File: src/rtl/pid_pkg.sv
// Shared widths, types and saturation helper for the PID datapath stages.
package pid_pkg;

  localparam int ERR_W   = 11;
  localparam int DIFF_W  = 8;
  localparam int COEFF_W = 6;
  localparam int DTERM_W = DIFF_W + COEFF_W + 1;

  typedef logic signed [ERR_W-1:0]   err_t;
  typedef logic signed [DIFF_W-1:0]  diff_t;
  typedef logic signed [DTERM_W-1:0] dterm_t;

  // Clamp a signed value into the range representable by a signed 'width'-bit field.
  function automatic logic signed [31:0] sat_signed(input logic signed [31:0] value,
                                                    input int unsigned width);
    logic signed [31:0] maxV;
    logic signed [31:0] minV;
    maxV = (32'sd1 <<< (width - 1)) - 32'sd1;
    minV = -(32'sd1 <<< (width - 1));
    if (value > maxV) begin
      sat_signed = maxV;
    end else if (value < minV) begin
      sat_signed = minV;
    end else begin
      sat_signed = value;
    end
  endfunction

endpackage

File: src/rtl/sat_diff.sv
// Combinational a - b at one bit of headroom, saturated to OUT_W signed with clip flags.
module sat_diff #(
  parameter int IN_W  = pid_pkg::ERR_W,
  parameter int OUT_W = pid_pkg::DIFF_W
) (
  input  logic signed [IN_W-1:0]  a_i,
  input  logic signed [IN_W-1:0]  b_i,
  output logic signed [OUT_W-1:0] sat_diff_o,
  output logic                    sat_hi_o,
  output logic                    sat_lo_o
);
  import pid_pkg::*;

  logic signed [IN_W:0] diff;
  logic signed [31:0]   diffExt;
  logic signed [31:0]   satVal;

  assign diff    = {a_i[IN_W-1], a_i} - {b_i[IN_W-1], b_i};
  assign diffExt = 32'(diff);
  assign satVal  = sat_signed(diffExt, OUT_W);

  // The clamp changed the value exactly when clipping happened; the sign says which way.
  assign sat_diff_o = satVal[OUT_W-1:0];
  assign sat_hi_o   = (satVal != diffExt) && !diffExt[31];
  assign sat_lo_o   = (satVal != diffExt) && diffExt[31];

endmodule

File: src/rtl/d_term_hist.sv
// Derivative term: sat(err_sat - err_sat[n-DEPTH]) * d_coeff, registered with a strobe.
// Define D_TERM_PRIME_EN to suppress output until DEPTH real samples are in the history.
module d_term_hist #(
  parameter int ERR_W   = pid_pkg::ERR_W,
  parameter int DIFF_W  = pid_pkg::DIFF_W,
  parameter int COEFF_W = pid_pkg::COEFF_W,
  parameter int DEPTH   = 2
) (
  input  logic                            clk,
  input  logic                            rst,
  input  logic signed [ERR_W-1:0]         err_sat,
  input  logic                            err_vld,
  input  logic        [COEFF_W-1:0]       d_coeff,
  input  logic                            clr,
  output logic signed [DIFF_W+COEFF_W:0]  D_term,
  output logic                            d_vld,
  output logic                            sat_hi,
  output logic                            sat_lo
);
  import pid_pkg::*;

  localparam int PROD_W = DIFF_W + COEFF_W + 1;
  localparam int FILL_W = $clog2(DEPTH + 1);

  logic signed [ERR_W-1:0]  hist_q [DEPTH];
  logic signed [ERR_W-1:0]  hist_d [DEPTH];
  logic        [FILL_W-1:0] fill_q, fill_d;
  logic signed [PROD_W-1:0] dterm_q, dterm_d;
  logic                     vld_q, vld_d;
  logic                     satHi_q, satHi_d;
  logic                     satLo_q, satLo_d;

  logic signed [DIFF_W-1:0] satDiff;
  logic                     diffHi;
  logic                     diffLo;
  logic signed [COEFF_W:0]  coeffS;
  logic signed [PROD_W-1:0] diffExt;
  logic signed [PROD_W-1:0] coeffExt;
  logic signed [PROD_W-1:0] product;
  logic                     primed;

  sat_diff #(
    .IN_W  (ERR_W),
    .OUT_W (DIFF_W)
  ) u_sat_diff (
    .a_i        (err_sat),
    .b_i        (hist_q[DEPTH-1]),
    .sat_diff_o (satDiff),
    .sat_hi_o   (diffHi),
    .sat_lo_o   (diffLo)
  );

  // Product width is exactly DIFF_W + COEFF_W + 1, so nothing is lost here.
  assign coeffS   = {1'b0, d_coeff};
  assign diffExt  = PROD_W'(satDiff);
  assign coeffExt = PROD_W'(coeffS);
  assign product  = diffExt * coeffExt;

`ifdef D_TERM_PRIME_EN
  assign primed = (fill_q == FILL_W'(DEPTH));
`else
  assign primed = 1'b1;
`endif

  always_comb begin
    hist_d  = hist_q;
    fill_d  = fill_q;
    dterm_d = dterm_q;
    satHi_d = satHi_q;
    satLo_d = satLo_q;
    vld_d   = 1'b0;
    if (clr) begin
      for (int i = 0; i < DEPTH; i++) begin
        hist_d[i] = '0;
      end
      fill_d  = '0;
      dterm_d = '0;
      satHi_d = 1'b0;
      satLo_d = 1'b0;
    end else if (err_vld) begin
      hist_d[0] = err_sat;
      for (int i = 1; i < DEPTH; i++) begin
        hist_d[i] = hist_q[i-1];
      end
      if (fill_q != FILL_W'(DEPTH)) begin
        fill_d = fill_q + FILL_W'(1);
      end
      if (primed) begin
        dterm_d = product;
        satHi_d = diffHi;
        satLo_d = diffLo;
        vld_d   = 1'b1;
      end
    end
  end

  always_ff @(posedge clk or posedge rst) begin
    if (rst) begin
      for (int i = 0; i < DEPTH; i++) begin
        hist_q[i] <= '0;
      end
      fill_q  <= '0;
      dterm_q <= '0;
      vld_q   <= 1'b0;
      satHi_q <= 1'b0;
      satLo_q <= 1'b0;
    end else begin
      for (int i = 0; i < DEPTH; i++) begin
        hist_q[i] <= hist_d[i];
      end
      fill_q  <= fill_d;
      dterm_q <= dterm_d;
      vld_q   <= vld_d;
      satHi_q <= satHi_d;
      satLo_q <= satLo_d;
    end
  end

  assign D_term = dterm_q;
  assign d_vld  = vld_q;
  assign sat_hi = satHi_q;
  assign sat_lo = satLo_q;

endmodule

File: config.mk
export PLATFORM = sky130hd
export DESIGN_NAME = d_term_hist
export DESIGN_NICKNAME = d
export VERILOG_FILES = /design/src/rtl/pid_pkg.sv /design/src/rtl/sat_diff.sv /design/src/rtl/d_term_hist.sv
export SDC_FILE = /design/constraint.sdc
export NUM_CORES = 1
export LEC_CHECK = 0
export CORE_ASPECT_RATIO = 1.5
export CORE_MARGIN = 3
export CORE_UTILIZATION = 59
export CTS_BUF_LIST = sky130_fd_sc_hd__clkbuf_16
export CTS_CLUSTER_DIAMETER = 50
export DETAILED_ROUTE_END_ITERATION = 10
export MAX_ROUTING_LAYER = met4
export PLACE_DENSITY = 0.81
export SLEW_MARGIN = 15
export SYNTH_ARGS = -nofsm -noshare
export SYNTH_HDL_FRONTEND = slang
export SYNTH_SLANG_ARGS = --single-unit
export TNS_END_PERCENT = 5
File: constraint.sdc
create_clock -name clk -period 8.3 [get_ports clk]
set_clock_uncertainty 0.05 [all_clocks]
set_input_delay 1.66 -clock clk [delete_from_list [all_inputs] [get_ports clk]]
set_output_delay 1.66 -clock clk [all_outputs]
set_load 0.1 [all_outputs]
==> metrics.yaml <==
synth_cells: 470
hold_viol_final: 0
startpoint_type: "input pin"
regArea_um2: 1000
power_mw: 2.08
yosysTopAreaCell: "dfrtp_1"
fmax_mhz: 122
fp-row-count: 37
portBuffers: 38
peakVddDrop_v: 0.000238
drive_gt1_share_pct: 19.7
final_max_slew_viol_count: 0
num-fill-cells: 514
synth_area_um2: 4380
path_class: "input pin to register"
cts-root-buf: "clkbuf_16"
cts.clk_slew.worst_paths_ns: 0.06
multi_input_area_um2: 3150
drt_iter0_drc: 85
worstMarginPinSlew_ns: 0.982
boundaryPins: 39
synthToLayoutAreaGrowth_pct: 25.3
antenna_found_initial: 0
ys_top_cells_by_area: "dfrtp_1, fa_1, ha_1"
n_antenna_cell: 0
arrival_ns: 8.34
cts_tree: "done"
synth_edf_count: 0
async_flop_share_pct: 100
via_per_inst: 5.62
worstHoldStart: "D_term[6]"
synth_cell_types: 57
layout.nets: 650
yosys_warnings: 0
path_max_fanout: 6
stdcell_area_um2: 5490
setup_violations: 0
overflow: 0
grt_pass1_vias: 3791
clock_latency_ns: 0.29
vias: 3648
grt_first_pass_wirelength_um: 16900
core_area_um2: 7040
status: "finished clean"
period_minus_slack_ns: 8.20
min_period_over_period_pct: 98.8
postRouteAntennaNets: 0
post_drt_wl_per_cell_um: 15.8
dr.pass1.iters: 5
end_kind: "register"
cts-buffers-inserted: 5
power.leakage_nw: 2.64
die_h_um: 111
dieArea_um2: 8510
synth_commonest_cells: "inv_1, nor2_1, ha_1"
worstSetupStartpoint: "err_sat[2]"
drt-total-wl_um: 10300
htreeDepth: 2
drc: 0
ys_seq_area_share_pct: 22.9
hpwl_um: 7730
hold_class: "register to register"
max-slew-margin-rel_pct: 34.3
powerDensity_nw_per_um2: 379
synth_seq_cells: 40
place_congestion: 0.927
ys.flop_type: "dfrtp_1"
ff2ff_setup_slack_ns: 1.32
grt_max_degree: 50
cts_sinks: 40
die_w_um: 76.3
placed_cell_area_um2: 5130
synth_nets: 569
yosysTopAreaCellShare_pct: 22.9
start_util_pct: 62.2
cts_buffer_depth: 2
cap_violations: 0
crit_required_ns: 8.44
synth_most_common_cell: "inv_1"
rr_startpoint: "hist_q[0]"
syn_area_per_cell_um2: 9.31
grt.total_usage_pct: 25.2
[layout make-up]
cell class	instances	area share, %
timing repair buffer	91	14.4
sequential	40	18.2
tap	97	2.21
inverter	76	5.22
multi-input combinational	337	57.4
clock buffer	5	2.28
clock inverter	3	0.251
[cell families (layout without fill, tap and decap cells)]
logic type / count (synthesis) / count (layout) / share of synthesized area [%]
adders and majority gates: 78 / 78 / 28.5
xor gates and xnor gates: 22 / 22 / 4.40
and+or+nand+nor: 103 / 103 / 11.8
DFF: 40 / 40 / 22.9
muxes: 30 / 30 / 6.86
AOI/OAI and AO/OA: 104 / 104 / 16.7
buffers and inverters: 93 / 175 / 8.92
[layer usage]
layer | up-vias | global-route usage (%) | routed length [µm]
met3 | 22 | 3.07 | 332
met5 | - | - | 0
met2 | 80 | 46.3 | 5680
met1 | 1802 | 27.0 | 3930
li1 | 1744 | - | -
met4 | 0 | 10.8 | 308
[metrics by stage]
stage               instances  setup WS, ns  hold slack [ns]  utilization [%]  TNS (ns)
floorplan                 470        0.0520            0.436                -         0
global placement          634        -0.459            0.451             72.9     -2.30
detailed placement        634        -0.594            0.463             72.9     -3.20
CTS                       643       -0.0448            0.479             75.4   -0.0569
global route              649        -0.136            0.511             78.0    -0.493
finish                    649        0.0994            0.470             78.0         0
[repair_timing]
action,in CTS,in global routing
resized for setup,8,45
pin swaps,2,36
hold buffers,0,0
buffers inserted,1,6
setup endpoints to repair,6,7
[cell usage in the layout (no fill, tap or decap), types with 10 or more instances in the layout]
| cell | instances |
|---|---|
| a21oi_1 | 11 |
| a21boi_0 | 12 |
| dfrtp_1 | 40 |
| inv_1 | 74 |
| mux2i_1 | 30 |
| xnor2_1 | 16 |
| a21boi_1 | 11 |
| buf_4 | 51 |
| nand2_1 | 11 |
| o21ai_0 | 12 |
| fa_1 | 33 |
| a21boi_2 | 10 |
| ha_1 | 35 |
| nor2_1 | 45 |
| clkdlybuf4s50_1 | 35 |
[final timing paths]
check                      cells past startpoint    endpoint
min                                            2   D_term[6]
min in group asynchronous                      3   D_term[1]
max                                           24  D_term[14]
min reg2reg                                    2   D_term[6]
max reg2reg                                   25  D_term[14]
max in group asynchronous                      3  hist_q[10]
[power breakdown]
part	switching, mW	leakage (nW)	internal, mW	total (mW)
combinational	0.925	2.04	0.733	1.66
sequential	0.0162	0.535	0.226	0.242
clock	0.0724	0.0710	0.109	0.181
[state kept, by name (all words and copies together), names as in the netlist]
register  count
d_vld         1
sat_hi        1
D_term       15
hist_q       22
sat_lo        1
[critical path, stage by stage]
cell and delay, ns:
clkdlybuf4s50_1 0.50, ha_2 0.32, a21oi_2 0.19, o22ai_2 0.11, o41ai_2 0.39, xnor2_1 0.19, nand2_1 0.11, or4_4 0.56
ha_4 0.32, buf_2 0.17, nor2_1 0.07, o21ai_0 0.32, fa_1 0.50, inv_1 0.10, fa_2 0.45, fa_1 0.54
inv_1 0.06, fa_1 0.50, inv_1 0.05, ha_2 0.21, o41ai_2 0.43, a21oi_1 0.15, or3b_1 0.36, o311ai_1 0.07
No activity file was read; power rests on OpenSTA's default activity.
